==> src/rtl/text_buf_writer.sv <==
// text_buf_writer: write side of the text-mode screen buffer.
// Takes a byte stream of ASCII characters and control codes. It tracks
// the cursor and writes printable codes into the screen RAM. It also
// clears lines and the whole screen, so the RAM only ever holds codes
// that the character ROM can render.
module text_buf_writer #(
  parameter int          COLS      = 80,
  parameter int          ROWS      = 30,
  parameter int          ADDR_W    = 12,
  parameter logic [7:0]  CLEAR_CHR = 8'h20,
  // Derived widths of the cursor outputs; not meant to be overridden.
  parameter int          COL_W     = (COLS > 1) ? $clog2(COLS) : 1,
  parameter int          ROW_W     = (ROWS > 1) ? $clog2(ROWS) : 1
) (
  input  logic              clk,
  input  logic              rst_n,
  input  logic [7:0]        in_data,
  input  logic              in_valid,
  output logic              in_ready,
  output logic              wr_en,
  output logic [ADDR_W-1:0] wr_addr,
  output logic [7:0]        wr_data,
  output logic [COL_W-1:0]  cur_col,
  output logic [ROW_W-1:0]  cur_row,
  output logic              busy
);

  // Control codes handled by the writer; every other non-printable is dropped.
  localparam logic [7:0] CHR_BS = 8'h08;
  localparam logic [7:0] CHR_LF = 8'h0A;
  localparam logic [7:0] CHR_FF = 8'h0C;
  localparam logic [7:0] CHR_CR = 8'h0D;

  // Last counter value of each clear sweep.
  localparam logic [ADDR_W-1:0] LINE_LAST   = ADDR_W'(COLS - 1);
  localparam logic [ADDR_W-1:0] SCREEN_LAST = ADDR_W'(COLS * ROWS - 1);
  localparam logic [COL_W-1:0]  COL_LAST    = COL_W'(COLS - 1);
  localparam logic [ROW_W-1:0]  ROW_LAST    = ROW_W'(ROWS - 1);

  typedef enum logic [1:0] {
    IDLE,
    CLR_LINE,
    CLR_SCREEN
  } state_t;

  state_t              state, state_n;
  logic [ADDR_W-1:0]   clr_cnt, clr_cnt_n;
  logic [COL_W-1:0]    col_n;
  logic [ROW_W-1:0]    row_n;
  logic                wr_en_n;
  logic [ADDR_W-1:0]   wr_addr_n;
  logic [7:0]          wr_data_n;

  logic                accept;
  logic                printable;
  logic [ADDR_W-1:0]   row_base;
  logic [ADDR_W-1:0]   cur_addr;
  logic [ROW_W-1:0]    next_row;

  assign in_ready  = (state == IDLE);
  assign busy      = !in_ready;
  assign accept    = in_valid && in_ready;
  assign printable = (in_data >= 8'h20) && (in_data <= 8'h7E);

  // The row base is formed at full address width so row*COLS never truncates.
  assign row_base  = ADDR_W'(cur_row) * ADDR_W'(COLS);
  assign cur_addr  = row_base + ADDR_W'(cur_col);

  // The bottom row wraps to row 0; that row is cleared and reused, not scrolled.
  assign next_row  = (cur_row == ROW_LAST) ? '0 : cur_row + 1'b1;

  // State register.
  always_ff @(posedge clk or negedge rst_n) begin
    // NOTE: sequential state uses non-blocking (<=) so every register
    // samples pre-edge values; blocking here would create ordering races.
    if (!rst_n) state <= CLR_SCREEN;
    else        state <= state_n;
  end

  // Cursor, clear counter and registered write port.
  always_ff @(posedge clk or negedge rst_n) begin
    if (!rst_n) begin
      cur_col <= '0;
      cur_row <= '0;
      clr_cnt <= '0;
      wr_en   <= 1'b0;
      wr_addr <= '0;
      wr_data <= '0;
    end else begin
      cur_col <= col_n;
      cur_row <= row_n;
      clr_cnt <= clr_cnt_n;
      wr_en   <= wr_en_n;
      wr_addr <= wr_addr_n;
      wr_data <= wr_data_n;
    end
  end

  // Next-state, cursor update and the write for the coming edge.
  always_comb begin
    // NOTE: every output of this block gets a default first; any path that
    // left one unassigned would infer a latch.
    state_n   = state;
    col_n     = cur_col;
    row_n     = cur_row;
    clr_cnt_n = clr_cnt;
    wr_en_n   = 1'b0;
    wr_addr_n = wr_addr;
    wr_data_n = wr_data;

    unique case (state)
      IDLE: begin
        if (accept) begin
          if (printable) begin
            wr_en_n   = 1'b1;
            wr_addr_n = cur_addr;
            wr_data_n = in_data;
            if (cur_col == COL_LAST) begin
              // Line wrap behaves like an implicit newline.
              col_n     = '0;
              row_n     = next_row;
              clr_cnt_n = '0;
              state_n   = CLR_LINE;
            end else begin
              col_n = cur_col + 1'b1;
            end
          end else begin
            unique case (in_data)
              CHR_CR: col_n = '0;
              CHR_LF: begin
                col_n     = '0;
                row_n     = next_row;
                clr_cnt_n = '0;
                state_n   = CLR_LINE;
              end
              CHR_BS: begin
                // Backspace stops at column 0; it never wraps to the row above.
                if (cur_col != '0) begin
                  col_n     = cur_col - 1'b1;
                  wr_en_n   = 1'b1;
                  wr_addr_n = cur_addr - 1'b1;
                  wr_data_n = CLEAR_CHR;
                end
              end
              CHR_FF: begin
                col_n     = '0;
                row_n     = '0;
                clr_cnt_n = '0;
                state_n   = CLR_SCREEN;
              end
              default: ;  // other control codes are swallowed
            endcase
          end
        end
      end

      CLR_LINE: begin
        // cur_row already points at the new row, so it sets the sweep base.
        wr_en_n   = 1'b1;
        wr_addr_n = row_base + clr_cnt;
        wr_data_n = CLEAR_CHR;
        if (clr_cnt == LINE_LAST) begin
          clr_cnt_n = '0;
          state_n   = IDLE;
        end else begin
          clr_cnt_n = clr_cnt + 1'b1;
        end
      end

      CLR_SCREEN: begin
        wr_en_n   = 1'b1;
        wr_addr_n = clr_cnt;
        wr_data_n = CLEAR_CHR;
        if (clr_cnt == SCREEN_LAST) begin
          clr_cnt_n = '0;
          state_n   = IDLE;
        end else begin
          clr_cnt_n = clr_cnt + 1'b1;
        end
      end

      default: state_n = IDLE;
    endcase
  end

endmodule
==> config.mk <==
export PLATFORM = sky130hd
export DESIGN_NAME = text_buf_writer
export DESIGN_NICKNAME = d
export VERILOG_FILES = /design/src/rtl/text_buf_writer.sv
export SDC_FILE = /design/constraint.sdc
export NUM_CORES = 1
export LEC_CHECK = 0
export ABC_AREA = 1
export CELL_PAD_IN_SITES_DETAIL_PLACEMENT = 1
export CELL_PAD_IN_SITES_GLOBAL_PLACEMENT = 1
export CORE_MARGIN = 2
export CORE_UTILIZATION = 38
export CTS_BUF_LIST = sky130_fd_sc_hd__clkbuf_4 sky130_fd_sc_hd__clkbuf_8 sky130_fd_sc_hd__clkbuf_16
export DETAILED_ROUTE_END_ITERATION = 6
export DONT_BUFFER_PORTS = 1
export HOLD_SLACK_MARGIN = 0.05
export PLACE_DENSITY = 0.79
export RECOVER_POWER = 25
export SYNTH_ARGS = -nofsm -noshare
export SYNTH_HDL_FRONTEND = slang
export SYNTH_SLANG_ARGS = --single-unit
export TNS_END_PERCENT = 30
==> constraint.sdc <==
create_clock -name clk -period 3.5 [get_ports clk]
set_input_delay 0.7 -clock clk [delete_from_list [all_inputs] [get_ports clk]]
set_output_delay 0.7 -clock clk [all_outputs]
set_load 0.005 [all_outputs]
==> flow_metrics.py, run 1 <==
metrics = {
    "timing": {
        "fmax_ghz": 0.326,
        "worstMarginPinSlew_ps": 667,
        "slew_viol_final": 0,
        "setup_violations": 0,
        "hold_viol": 0,
        "relSlewSlack_pct": 55.4,
        "fin_skew_ps": 17.8,
        "fin_crit_sh_pct": 87.5,
        "rsz0062_at_grt": "no",
        "finalCriticalPeriod_ps": 3060,
        "fin_setup_tns_ps": 0,
        "holdWs_ps": 67.1,
    },
    "global_routing": {
        "grt_pass1_vias": 3887,
        "grtUsageTotal_pct": 22.2,
        "grt_max_degree": 48,
        "grt_pass1_wl_mm": 19.8,
        "antenna_found_initial": 0,
        "grt-ovfl-total": 0,
    },
    "setup_path": {
        "worst_ep_required_time_ps": 3690,
        "critPathTopFamily": "adder cells",
        "crit_path_max_fanout": 7,
        "cp.arrival_ps": 3260,
        "cpMostUsedCell": "nand2_1",
        "crit_path_cell_trace": "ha_1, ha_1, fa_1, inv_1, nand2_1, nand2_1, inv_1, ha_1, nand2_1, or2_2, nand3_1, nand2_1, nand2_1, o21ai_0, nand2_1, nand2_1, nand2_1, nand2_1",
        "worst_setup_path_end_kind": "flip-flop",
        "crit_type": "flip-flop to flip-flop",
        "cp.buffers_inverters": 2,
        "slowest_delay_ps": 480,
        "startpoint_type": "flip-flop",
        "crit_slowest_cell": "dfrtp_1",
    },
    "power_and_ir_drop": {
        "leakage_nw": 1.97,
        "powerDensity_mw_per_mm2": 808,
        "ir_drop_mv": 0.301,
    },
    "run": {
        "cap_viol_max_count": 0,
    },
    "routing": {
        "drtIter0Drc": 203,
        "met1_length_mm": 5.33,
        "wl_mm": 11.9,
        "remaining_drc_errors": 0,
        "route.met3.wl_um": 608,
        "routedWlPerCell_um": 17.3,
        "num_vias": 3750,
        "vias_per_cell": 5.44,
        "top_layer_used": "met4",
        "route.met2.wl_mm": 5.73,
        "antenna_left": 0,
        "firstDrtPassIters": 4,
    },
    "placed_design": {
        "dp_hpwl_mm": 9.41,
        "place_area_mm2": 0.00400,
        "place.gp.congestion": 0.889,
        "io_buffer_count": 0,
    },
    "clocking": {
        "cts_tree": "yes",
        "postCtsSetupBuffers": 0,
        "cts-buffers-inserted": 5,
        "clk_path_buf_depth": 2,
        "path_clk_slew_ps": 110,
        "cts_resized": 0,
        "worstSkewPairLatency_ps": 310,
        "h-tree-depth": 2,
        "cts.sink_count": 47,
        "clock-root-buffer": "clkbuf_8",
        "hold_buffers": 0,
    },
    "synthesis": {
        "syn_area_per_cell_um2": 6.96,
        "ys.flop_type": "dfrtp_1",
        "yosysSeqAreaShare_pct": 30.2,
        "ys_warn_count": 0,
        "synth_cell_types": 44,
        "mappedNetlistNets": 600,
        "ys_ff_latch": 47,
        "synth.cell_area_mm2": 0.00390,
        "synth_edf_count": 0,
        "async_flop_share_pct": 100,
        "syn_inst": 560,
    },
    "layout": {
        "drive_gt1_share_pct": 7.91,
        "final_nets": 595,
        "final_area_mm2": 0.00412,
        "area_growth_pct": 5.68,
        "antenna_cells": 0,
    },
    "floorplanning": {
        "initial_core_util_pct": 39.5,
        "dieArea_mm2": 0.0111,
        "die_y_um": 105,
        "die_w_um": 105,
        "rows": 36,
        "fp.coreArea_mm2": 0.00986,
        "boundaryPins": 46,
    },
    "min_path": {
        "hp-class": "input pin to async pin",
    },
    "status": {
        "outcome": "finished, final reports clean",
    },
}
## cell usage after synthesis, types with 6 or more instances
library cell / count / area share (%)
dfrtp_1: 46 / 30
nand4_1: 6 / 0.96
a21oi_1: 36 / 4.6
nor3_1: 9 / 1.2
nand3_1: 55 / 7.1
nor2_1: 45 / 4.3
nand3_2: 6 / 1.5
xor2_1: 13 / 2.9
inv_1: 57 / 5.5
ha_1: 26 / 8.3
buf_2: 6 / 0.77
o21ai_0: 30 / 3.9
nand2_1: 150 / 14
o21ai_1: 14 / 1.8
## final cells by class
cell class	count	area, µm²
clock buffers	5	68.8
repair buffers	4	30.0
well taps	133	166
flip-flops and latches	47	1180
clock inverters	3	46.3
fillers	1249	5750
multi-input cells	432	2380
inverters	65	249
## routing by layer
metal	vias up	global-route usage, %
met5	-	0
li1	1832	-
met3	14	4.02
met1	1826	28.9
met4	0	5.71
met2	78	37.7
## final timing paths
path                                                end  slack (ps)              startpoint  cells after the start
worst max-delay path            wr_addr[10]$_DFFE_PN0P_         440  cur_row[3]$_DFFE_PN0P_                     18
worst min-delay path             clr_cnt[4]$_DFFE_PN0P_          70                   rst_n                      0
worst max register to register  wr_addr[10]$_DFFE_PN0P_         440  cur_row[3]$_DFFE_PN0P_                     18
worst min register to register     state[1]$_DFFE_PN1P_         490    state[1]$_DFFE_PN1P_                      2
max in group asynchronous          state[1]$_DFFE_PN1P_        3230                   rst_n                      0
min in group clk                   state[1]$_DFFE_PN1P_         490    state[1]$_DFFE_PN1P_                      2
## cell usage in the layout (no fill, tap or decap), drive strengths merged
master	instances
nand2	155
inv	64
nand3	62
nor2	50
dfrtp	46
o21ai	46
a21oi	36
ha	26
xor2	13
nor3	9
nand4	6
o211ai	5
clkbuf	5
buf	4
o31ai	4
o22ai	3
fa	3
nor4	3
clkinv	2
xnor2	2
or2	2
nand3b	1
o21bai	1
and2	1
a21o	1
a31oi	1
a21boi	1
a221oi	1
bufinv	1
clkinvlp	1
dfstp	1
## registers in the layout, summed over array words and instances (netlist names)
name and cells:
cur_row 5, cur_col 7, wr_data 8, state 2
clr_cnt 12, wr_en 1, wr_addr 12
## kinds of logic (layout without fill, tap and decap cells)
group	after synthesis	after routing	synth area share, %
buffers and inverters	81	77	8.70
and+or+nand+nor	289	289	33.5
xor gates and xnor gates	15	15	3.37
DFF	47	47	30.2
AOI/OAI and AO/OA	99	99	14.3
adders and majority gates	29	29	9.89
## report_power, final
part	internal [W]	leakage [nW]	switching (W)
combinational	0.000634	1.31	0.00131
clock	0.000216	0.0548	0.000215
sequential	0.000712	0.610	0.000239
## metrics by stage
step / power (W) / worst slack, ps / cells / util (%)
6_report: 0.00333 / 437 / 689 / 41.7
5_1_grt: 0.00367 / 120 / 689 / 41.7
4_1_cts: 0.00334 / 430 / 689 / 41.7
3_5_place_dp: 0.00290 / 464 / 681 / 40.6
3_3_place_gp: 0.00281 / 566 / 681 / 40.6
2_1_floorplan: 0.00234 / 648 / 560 / -
(Power assumes the default switching activity.)
==> run 2: changes to the inputs <==
--- a/config.mk
+++ b/config.mk
@@ -8,7 +8,7 @@
 export ABC_AREA = 1
 export CELL_PAD_IN_SITES_DETAIL_PLACEMENT = 1
 export CELL_PAD_IN_SITES_GLOBAL_PLACEMENT = 1
-export CORE_MARGIN = 2
+export CORE_MARGIN = 8
 export CORE_UTILIZATION = 38
 export CTS_BUF_LIST = sky130_fd_sc_hd__clkbuf_4 sky130_fd_sc_hd__clkbuf_8 sky130_fd_sc_hd__clkbuf_16
 export DETAILED_ROUTE_END_ITERATION = 6
==> constraint.sdc (replaced) <==
create_clock -name clk -period 3 [get_ports clk]
set_input_delay 0.6 -clock clk [delete_from_list [all_inputs] [get_ports clk]]
set_output_delay 0.6 -clock clk [all_outputs]
set_load 0.005 [all_outputs]
==> run 2 against run 1 <==
  * The run now ends with capacitance limit, slew limit left
  * Sequential share of layout area decreased by 0.26 points
  * Hold slack improved by 45 ps
  * First-iteration DRC count decreased by 7.4%
  * Core utilization decreased by 0.76 points
  * Critical endpoint unchanged
  * Global-route usage decreased by 3.4 points
  * Largest cell class unchanged
  * Non-clock buffer count increased by 4
  * Setup slack got worse by 270 ps
  * Register-to-register slack got worse by 270 ps
  * Clock skew decreased by 7.5 ps
  * Final area increased by 0.91%
==> flow_metrics.py, run 2 (synthesized netlist as in run 1, its figures left out) <==
metrics = {
    "clocking": {
        "h-tree-depth": 2,
        "worstSkewPairLatency_ps": 310,
        "postCtsSetupBuffers": 0,
        "clock-root-buffer": "clkbuf_8",
        "cts-buffers-inserted": 5,
        "clk_path_buf_depth": 2,
        "cts.sink_count": 47,
        "cts_tree": "yes",
        "path_clk_slew_ps": 100,
    },
    "layout": {
        "area_growth_pct": 6.65,
        "antenna_cells": 0,
        "layout_common_cells": "nand2_1, inv_1, nand3_1",
        "drive_gt1_share_pct": 9.46,
        "fin_util_pct": 41.0,
        "top_regs": "clr_cnt (12), wr_addr (12), wr_data (8)",
        "final_common_cell": "nand2_1",
        "ff_latch_area_mm2": 0.00118,
        "fillers": 1297,
        "final_area_mm2": 0.00416,
        "final_nets": 599,
        "multi_input_area_mm2": 0.00241,
    },
    "setup_path": {
        "worstSetupStartpoint": "cur_row[1]$_DFFE_PN0P_",
        "worst_setup_path_end_kind": "flip-flop",
        "r2r_start": "cur_row[1]$_DFFE_PN0P_",
        "worst_ep_required_time_ps": 3210,
        "cp.arrival_ps": 3040,
        "worstReg2RegEnd": "wr_addr[10]$_DFFE_PN0P_",
        "crit_path_max_fanout": 4,
        "crit_type": "flip-flop to flip-flop",
        "startpoint_type": "flip-flop",
        "rr_worst_depth": 18,
        "r2r_setup_slack_ps": 170,
    },
    "routing": {
        "remaining_drc_errors": 0,
        "wl_mm": 12.3,
        "firstDrtPassIters": 4,
        "vias_per_cell": 5.47,
        "routedWlPerCell_um": 17.6,
        "drtIter0Drc": 188,
        "antenna_left": 0,
        "num_vias": 3810,
    },
    "power_and_ir_drop": {
        "switchingPower_w": 0.00210,
        "p_int_w": 0.00178,
        "switching_share_pct": 54.1,
        "p_clk_share_pct": 10.5,
        "p_total_w": 0.00389,
        "leakage_nw": 1.97,
        "combPwrFrac_pct": 61.5,
        "seqPwrFrac_pct": 28.0,
        "ir_drop_mv": 0.341,
        "powerDensity_mw_per_mm2": 935,
    },
    "timing": {
        "worstMarginPinSlew_ps": 2260,
        "fin_setup_tns_ps": 0,
        "relSlewSlack_pct": -50.5,
        "slew_viol_final": 47,
        "finalCriticalPeriod_ps": 2830,
        "setup_violations": 0,
        "fin_crit_sh_pct": 94.3,
        "rsz0062_at_grt": "no",
        "fin_skew_ps": 10.3,
        "hold_viol": 0,
        "fmax_ghz": 0.354,
        "holdWs_ps": 112,
    },
    "placed_design": {
        "io_buffer_count": 0,
        "dp_hpwl_mm": 9.51,
        "place_area_mm2": 0.00403,
        "place.gp.congestion": 0.866,
    },
    "global_routing": {
        "grt_pass1_vias": 3979,
        "grt_pass1_wl_mm": 20.2,
        "grt-ovfl-total": 0,
        "antenna_found_initial": 0,
        "grtUsageTotal_pct": 18.8,
        "grt_max_degree": 47,
    },
    "run": {
        "cap_viol_max_count": 1,
    },
    "min_path": {
        "hp-class": "input pin to async pin",
    },
    "floorplanning": {
        "rows": 37,
        "boundaryPins": 46,
        "initial_core_util_pct": 38.4,
        "die_w_um": 117,
        "fp.coreArea_mm2": 0.0101,
        "dieArea_mm2": 0.0137,
        "die_y_um": 117,
    },
    "status": {
        "violations": "capacitance limit, slew limit",
        "outcome": "finished, violations left",
    },
}
-- run 2: through the flow --
step	cells	setup slack [ps]
4_1_cts	696	27.9
6_report	696	172
3_5_place_dp	687	43.7
3_3_place_gp	687	156
5_1_grt	696	3.59
2_1_floorplan	560	148
-- run 2: metal layers --
| metal | vias up | global-route usage (%) | part of all wire, % |
|---|---|---|---|
| met2 | 88 | 32.1 | 48 |
| met4 | 0 | 7.42 | 3.1 |
| li1 | 1830 | - | - |
| met1 | 1865 | 22.8 | 43 |
| met5 | - | 0 | 0 |
| met3 | 27 | 3.34 | 5.8 |
-- run 2: how the worst max path moves through the flow --
stage	slack, ps	end
3_5_place_dp	40	wr_addr[10]$_DFFE_PN0P_
6_report	170	wr_addr[10]$_DFFE_PN0P_
5_1_grt	4	wr_addr[10]$_DFFE_PN0P_
2_1_floorplan	150	wr_addr[10]$_DFFE_PN0P_
3_3_place_gp	160	wr_addr[10]$_DFFE_PN0P_
4_1_cts	30	wr_addr[10]$_DFFE_PN0P_
-- run 2: critical path, cell delays in order (launching register included) --
cell     delay, ps
dfrtp_1        400
ha_1           310
ha_2           200
fa_2           340
inv_1           60
nand2_1         50
nand2_2         90
inv_1           90
ha_4           290
nand2_1         60
or2_2          300
nand3_1        100
nand2_1         70
nand2_1         50
o21ai_0         80
nand2_1         60
nand2_1         50
nand2_1         60
nand2_1         50
-- run 2: area by class of cell --
| class | count | share of cell area (%) |
|---|---|---|
| flip-flops and latches | 47 | 28.3 |
| repair buffers | 8 | 1.51 |
| multi-input cells | 432 | 57.9 |
| clock buffers | 5 | 1.66 |
| well taps | 136 | 4.10 |
| inverters | 65 | 5.99 |
| clock inverters | 3 | 0.482 |
-- run 2: power by group through the flow --
| stage | clock, W | combinational [W] | sequential, W |
|---|---|---|---|
| floorplan | 0 | 0.00169 | 0.00103 |
| global placement | 0 | 0.00222 | 0.00109 |
| detailed placement | 0 | 0.00232 | 0.00111 |
| CTS | 0.000428 | 0.00236 | 0.00109 |
| global route | 0.000444 | 0.00269 | 0.00112 |
| finish | 0.000409 | 0.00239 | 0.00109 |
-- run 2: repair_timing --
action                                  in CTS  in global routing
hold endpoints to repair                    46                  0
endpoints found under the setup margin       0                  3
resized for setup                            0                  8
hold buffers                                 1                  0
